<file path="src/rtl/fetch_queue_if.sv">
// ============================================================================
// fetch_queue_if : memory request and decode handshake bundle for fetch_queue
// Rev 1.0 - initial release
// ============================================================================
`default_nettype none

interface fetch_queue_if #(
   parameter int DATA_W = 16,
   parameter int ADDR_W = 16,
   parameter int DEPTH  = 4
);
   localparam int c_CNT_W = $clog2(DEPTH + 1);

   logic [ADDR_W-1:0]  i_address;
   logic               i_req;
   logic               i_ack;
   logic [DATA_W-1:0]  i_data;
   logic               redirect;
   logic [ADDR_W-1:0]  redirect_pc;
   logic               deq_ready;
   logic               deq_valid;
   logic [DATA_W-1:0]  deq_inst;
   logic [ADDR_W-1:0]  deq_pc_plus1;
   logic [c_CNT_W-1:0] count;

   modport master (
      output i_address, i_req, deq_valid, deq_inst, deq_pc_plus1, count,
      input  i_ack, i_data, redirect, redirect_pc, deq_ready
   );

   modport slave (
      input  i_address, i_req, deq_valid, deq_inst, deq_pc_plus1, count,
      output i_ack, i_data, redirect, redirect_pc, deq_ready
   );
endinterface

`default_nettype wire

</file>
<file path="src/rtl/fetch_queue.sv">
// ============================================================================
// fetch_queue : instruction fetch front end with prefetch queue and redirect
// Rev 1.0 - initial release
// ============================================================================
`default_nettype none

module fetch_queue #(
   parameter int              DATA_W   = 16,
   parameter int              ADDR_W   = 16,
   parameter int              DEPTH    = 4,
   parameter logic [ADDR_W-1:0] RESET_PC = '0
) (
   input  wire logic       Clk,
   input  wire logic       Reset,
   fetch_queue_if.master   bus
);
   localparam int c_PTR_W = $clog2(DEPTH);
   localparam int c_CNT_W = $clog2(DEPTH + 1);
   localparam logic [c_CNT_W-1:0] c_FULL = c_CNT_W'(DEPTH);

   typedef enum logic [1:0] {
      S_IDLE = 2'd0,
      S_REQ  = 2'd1,
      S_DROP = 2'd2
   } state_t;

   state_t              r_state;
   logic [ADDR_W-1:0]   r_pc;
   logic [ADDR_W-1:0]   r_drop_addr;
   logic [DATA_W-1:0]   r_inst [DEPTH];
   logic [ADDR_W-1:0]   r_pcp1 [DEPTH];
   logic [c_PTR_W-1:0]  r_head;
   logic [c_PTR_W-1:0]  r_tail;
   logic [c_CNT_W-1:0]  r_count;

   logic                w_valid;
   logic                w_deq;
   logic                w_enq;
   logic [ADDR_W-1:0]   w_pc_inc;
   logic [c_CNT_W-1:0]  w_cnt_after_enq;

   assign w_valid         = (r_count != '0);
   assign w_deq           = w_valid && bus.deq_ready;
   assign w_enq           = (r_state == S_REQ) && bus.i_ack && !bus.redirect;
   assign w_pc_inc        = r_pc + 1'b1;
   assign w_cnt_after_enq = r_count + c_CNT_W'(1) - c_CNT_W'(w_deq);

   assign bus.i_req        = (r_state != S_IDLE);
   assign bus.i_address    = (r_state == S_DROP) ? r_drop_addr : r_pc;
   assign bus.deq_valid    = w_valid;
   assign bus.deq_inst     = w_valid ? r_inst[r_head] : '0;
   assign bus.deq_pc_plus1 = w_valid ? r_pcp1[r_head] : '0;
   assign bus.count        = r_count;

   // Storage carries no reset; occupancy is tracked solely by r_count.
   always_ff @(posedge Clk) begin
      if (w_enq) begin
         r_inst[r_tail] <= bus.i_data;
         r_pcp1[r_tail] <= w_pc_inc;
      end
   end

   always_ff @(posedge Clk or posedge Reset) begin
      if (Reset) begin
         r_state     <= S_IDLE;
         r_pc        <= RESET_PC;
         r_drop_addr <= RESET_PC;
         r_head      <= '0;
         r_tail      <= '0;
         r_count     <= '0;
      end else begin
         if (bus.redirect) begin
            r_head  <= '0;
            r_tail  <= '0;
            r_count <= '0;
         end else begin
            if (w_deq) r_head <= r_head + 1'b1;
            if (w_enq) r_tail <= r_tail + 1'b1;
            r_count <= r_count + c_CNT_W'(w_enq) - c_CNT_W'(w_deq);
         end

         case (r_state)
            S_IDLE: begin
               if (bus.redirect) begin
                  r_pc    <= bus.redirect_pc;
                  r_state <= S_REQ;
               end else if ((r_count < c_FULL) || w_deq) begin
                  r_state <= S_REQ;
               end
            end
            S_REQ: begin
               if (bus.i_ack) begin
                  if (bus.redirect) begin
                     r_pc <= bus.redirect_pc;
                  end else begin
                     r_pc <= w_pc_inc;
                     if (w_cnt_after_enq >= c_FULL) r_state <= S_IDLE;
                  end
               end else if (bus.redirect) begin
                  // The old request cannot be retracted; remember it to finish it.
                  r_drop_addr <= r_pc;
                  r_pc        <= bus.redirect_pc;
                  r_state     <= S_DROP;
               end
            end
            S_DROP: begin
               if (bus.redirect) r_pc <= bus.redirect_pc;
               if (bus.i_ack)    r_state <= S_REQ;
            end
            default: r_state <= S_IDLE;
         endcase
      end
   end
endmodule

`default_nettype wire

</file>
<file path="src/flat_wrapper.sv">
// flat-port wrapper written by rule: the top's interface ports become plain ports
module fetch_queue_flat 
#(
   parameter int              DATA_W   = 16,
   parameter int              ADDR_W   = 16,
   parameter int              DEPTH    = 4,
   parameter logic [ADDR_W-1:0] RESET_PC = '0
)
  (Clk, Reset, bus_i_address, bus_i_req, bus_deq_valid, bus_deq_inst, bus_deq_pc_plus1, bus_count, bus_i_ack, bus_i_data, bus_redirect, bus_redirect_pc, bus_deq_ready);
  fetch_queue_if #(.DATA_W(DATA_W), .ADDR_W(ADDR_W), .DEPTH(DEPTH)) bus_i ();
  input  wire logic Clk;
  input  wire logic Reset;
  output wire logic [$bits(bus_i.i_address)-1:0] bus_i_address;
  output wire logic [$bits(bus_i.i_req)-1:0] bus_i_req;
  output wire logic [$bits(bus_i.deq_valid)-1:0] bus_deq_valid;
  output wire logic [$bits(bus_i.deq_inst)-1:0] bus_deq_inst;
  output wire logic [$bits(bus_i.deq_pc_plus1)-1:0] bus_deq_pc_plus1;
  output wire logic [$bits(bus_i.count)-1:0] bus_count;
  input wire logic [$bits(bus_i.i_ack)-1:0] bus_i_ack;
  input wire logic [$bits(bus_i.i_data)-1:0] bus_i_data;
  input wire logic [$bits(bus_i.redirect)-1:0] bus_redirect;
  input wire logic [$bits(bus_i.redirect_pc)-1:0] bus_redirect_pc;
  input wire logic [$bits(bus_i.deq_ready)-1:0] bus_deq_ready;
  assign bus_i_address = bus_i.i_address;
  assign bus_i_req = bus_i.i_req;
  assign bus_deq_valid = bus_i.deq_valid;
  assign bus_deq_inst = bus_i.deq_inst;
  assign bus_deq_pc_plus1 = bus_i.deq_pc_plus1;
  assign bus_count = bus_i.count;
  assign bus_i.i_ack = bus_i_ack;
  assign bus_i.i_data = bus_i_data;
  assign bus_i.redirect = bus_redirect;
  assign bus_i.redirect_pc = bus_redirect_pc;
  assign bus_i.deq_ready = bus_deq_ready;
  fetch_queue #(.DATA_W(DATA_W), .ADDR_W(ADDR_W), .DEPTH(DEPTH), .RESET_PC(RESET_PC)) u_core (.Clk(Clk), .Reset(Reset), .bus(bus_i));
endmodule
</file>
<file path="config.mk">
export PLATFORM = sky130hd
export DESIGN_NAME = fetch_queue_flat
export DESIGN_NICKNAME = d
export VERILOG_FILES = /design/src/rtl/fetch_queue_if.sv /design/src/rtl/fetch_queue.sv /design/src/flat_wrapper.sv
export SDC_FILE = /design/constraint.sdc
export NUM_CORES = 1
export LEC_CHECK = 0
export ABC_AREA = 1
export CORE_ASPECT_RATIO = 0.8
export CORE_MARGIN = 5
export CORE_UTILIZATION = 60
export CTS_CLUSTER_SIZE = 12
export DETAILED_ROUTE_END_ITERATION = 16
export PLACE_DENSITY = 0.88
export SLEW_MARGIN = 30
export SYNTH_ARGS = -nofsm -noshare
export SYNTH_HDL_FRONTEND = slang
export SYNTH_SLANG_ARGS = --single-unit
</file>
<file path="constraint.sdc">
create_clock -name Clk -period 3.9 [get_ports Clk]
set_clock_uncertainty 0.05 [all_clocks]
set_input_delay 0.39 -clock Clk [delete_from_list [all_inputs] [get_ports Clk]]
set_output_delay 0.39 -clock Clk [all_outputs]
set_load 0.005 [all_outputs]
</file>
==> results.py <==
metrics = {
    "status": {
        "outcome": "finished clean",
    },
    "critical_path": {
        "path_delay_family": "buffers and inverters",
        "r2r_slack_ns": 1.50,
        "worst-path-max-fanout": 19,
        "path_class": "flip-flop to primary output",
        "crit_buf_inv": 3,
        "crit_chain": "nor2_1 > nand2_1 > inv_1 > buf_4 > a21oi_1 > clkdlybuf4s50_1",
        "cp-end-kind": "primary output",
        "max_stage_delay_ns": 0.56,
        "slowest_stage": "inv_1",
        "critPathRequiredTime_ns": 3.46,
        "worstPathArrival_ns": 2.65,
        "critPathLaunchType": "flip-flop",
    },
    "routing": {
        "drcViolationCount": 0,
        "viasPerCell": 5.731,
        "first_iter_violations": 496,
        "wire_per_inst_um": 17.85,
        "firstDrtPassIters": 5,
        "drt-total-wl_mm": 17.26,
        "vias": 5542,
        "drtAntennaViolNets": 0,
    },
    "synthesis": {
        "syn_area_um2": 7422,
        "synth_fp_nets": 765,
        "synth_top_family_by_area": "simple AND/OR/NAND/NOR gates",
        "synth_ff_type": "edfxtp_1",
        "synth_cells": 719,
        "synthMuxAreaShare": 0,
        "synth_edf_count": 128,
        "ys_warn_count": 0,
        "seq_area_frac_synth": 0.6561,
        "yosysUniqueCellTypes": 35,
        "yosys.area_share.xor_xnor": 0.009272,
        "synthSimpleGateAreaFrac": 0.1585,
        "synthArstFlopShare": 0.2426,
        "avgSynthCellArea_um2": 10.32,
        "synth_compound_gate_area_share": 0.1165,
        "yosys.area_share.adder": 0.01618,
        "synth_seq_cells": 169,
    },
    "final_layout": {
        "final_cell_mix": "nor2_1 (173), edfxtp_1 (128), clkdlybuf4s50_1 (89), nand2_1 (81), o21ai_0 (81)",
        "nets": 848,
        "area_growth_pct": 22.07,
        "final_util": 0.7450,
        "drive_gt1_frac": 0.08098,
        "diodes": 0,
        "mostFrequentLayoutCell": "nor2_1",
        "stdcell_area_um2": 9060,
    },
    "global_routing": {
        "grt_overflow": 0,
        "grt_max_degree": 66,
        "grt_pass1_vias": 5493,
        "antenna_found_initial": 0,
        "track_usage": 0.2461,
        "grt_first_pass_wirelength_mm": 27.48,
    },
    "placement": {
        "gp_congestion": 0.9218,
        "portBuffers": 89,
        "place_ws_ns": 0.8565,
        "hpwl_mm": 11.29,
        "dpl_cell_area_um2": 8464,
    },
    "die": {
        "die-area_um2": 14710,
        "rows": 36,
        "initial_core_util": 0.6103,
        "fp.coreArea_um2": 12160,
        "fp.dieW_um": 134.4,
        "ioPinCount": 90,
        "die_h_um": 109.5,
    },
    "power": {
        "p_clk_frac": 0.267,
        "max-vdd-ir-drop_mv": 0.3638,
        "p_seq_frac": 0.388,
        "p_comb_frac": 0.345,
        "p_int_mw": 4.160,
        "power_density_nw_per_um2": 692.8,
        "p_sw_frac": 0.3372,
        "p_total_mw": 6.277,
        "power_switching_mw": 2.116,
        "p_leak_nw": 3.470,
    },
    "clock_network": {
        "cts_buffers": 17,
        "cts-root-buf": "clkbuf_16",
        "h-tree-depth": 4,
        "clock-sinks": 169,
        "cts_hold_buf": 0,
        "clkLatencyLatePin_ns": 0.43,
        "ctsLongestPathBuffers": 2,
        "post_cts_buffers": 0,
        "cts-resized-gates": 0,
        "cts_tree": "done",
        "clkTransAtPathRegs_ns": 0.07,
    },
    "timing": {
        "fin_crit_ns": 3.087,
        "tightestPinTransition_ns": 0.8895,
        "finalMaxSlewViolations": 0,
        "slew_headroom": 0.4056,
        "tns_ns": 0,
        "hold_violations": 0,
        "fin_ws_ns": 0.8128,
        "rsz0062_at_grt": "no",
        "setup_violations": 0,
        "fin_crit_sh": 0.7916,
        "fmax_mhz": 323.9,
    },
    "flow_run": {
        "drv_cap": 0,
    },
    "worst_hold_path": {
        "hp-class": "primary input to async pin",
    },
}
[flip-flops by register name, summed over array words and instances (netlist names)]
name,cells
u_core.r_inst,64
u_core.r_drop_addr,16
u_core.r_pc,16
u_core.bus.count,3
u_core.r_tail,2
u_core.r_state,2
u_core.r_pcp1,64
u_core.r_head,2
[cell usage after synthesis, types with 2 or more instances]
cell type  number  area (µm²)
clkbuf_1       15       56.30
nand3_2         2       20.02
xor2_1          6       52.55
nand3_1        11       55.05
buf_2          18       90.09
nor3_1          3       15.01
a211oi_1        2       15.01
nand2_1        82       307.8
a21oi_1        58       290.3
nor2_2          2       12.51
edfxtp_1      128        3844
nand2_2         4       25.02
nand4_1         3       18.77
ha_1            8       100.1
dfrtp_1        41        1026
o21ai_1        10       50.05
inv_1          40       150.1
o21ai_0        81       405.4
inv_2           5       18.77
o22ai_1         5       31.28
a32oi_1         5       43.79
nor2_1        177       664.4
[worst paths after layout]
check                                                    from                                 end  cells after the start
min in group Clk           u_core.r_drop_addr[11]$_DFFE_PP0P_  u_core.r_drop_addr[11]$_DFFE_PP0P_                      2
setup / recovery                u_core.bus.count[1]$_DFF_PP0_                     bus_deq_inst[4]                      6
max in group asynchronous                               Reset          u_core.r_pc[7]$_DFFE_PP0P_                      3
setup reg to reg                u_core.bus.count[1]$_DFF_PP0_       u_core.bus.count[2]$_DFF_PP0_                     11
hold reg to reg            u_core.r_drop_addr[11]$_DFFE_PP0P_  u_core.r_drop_addr[11]$_DFFE_PP0P_                      2
hold / removal                                          Reset   u_core.r_drop_addr[0]$_DFFE_PP0P_                      2
[per-stage QoR]
stage	hold slack [ns]	std cells
6_report	0.2882	967
3_3_place_gp	0.4176	935
5_1_grt	0.3486	967
4_1_cts	0.2981	967
3_5_place_dp	0.4274	935
2_1_floorplan	0.4037	719
[area by class of cell]
cell class              instances  area [µm²]
multi-input cells             470        2262
well taps                     152       190.2
clock buffers                  18       429.2
fillers                       783        3102
clock inverters                14       162.7
repair buffers                 98       970.9
flip-flops and latches        169        4871
inverters                      46       173.9
[metal layers]
layer	track usage	part of all wire	up-vias
met5	0	0	-
met4	0.1025	0.022	0
met3	0.05169	0.069	40
met2	0.4028	0.48	262
met1	0.3266	0.43	2622
li1	-	-	2618
[power by group through the flow]
stage | logic [mW] | registers (mW) | clock network (mW)
4_1_cts | 2.17 | 2.43 | 1.70
6_report | 2.16 | 2.44 | 1.68
3_5_place_dp | 2.15 | 2.46 | 0
2_1_floorplan | 1.13 | 2.41 | 0
5_1_grt | 2.39 | 2.46 | 1.77
3_3_place_gp | 2.06 | 2.45 | 0
[kinds of logic after synthesis]
logic type	Yosys count
compound gates	164
flops	169
buf+inv	80
xor+xnor	7
simple gates	290
fa+ha+maj	9
Note: power is estimated with default switching activity, not from simulation.
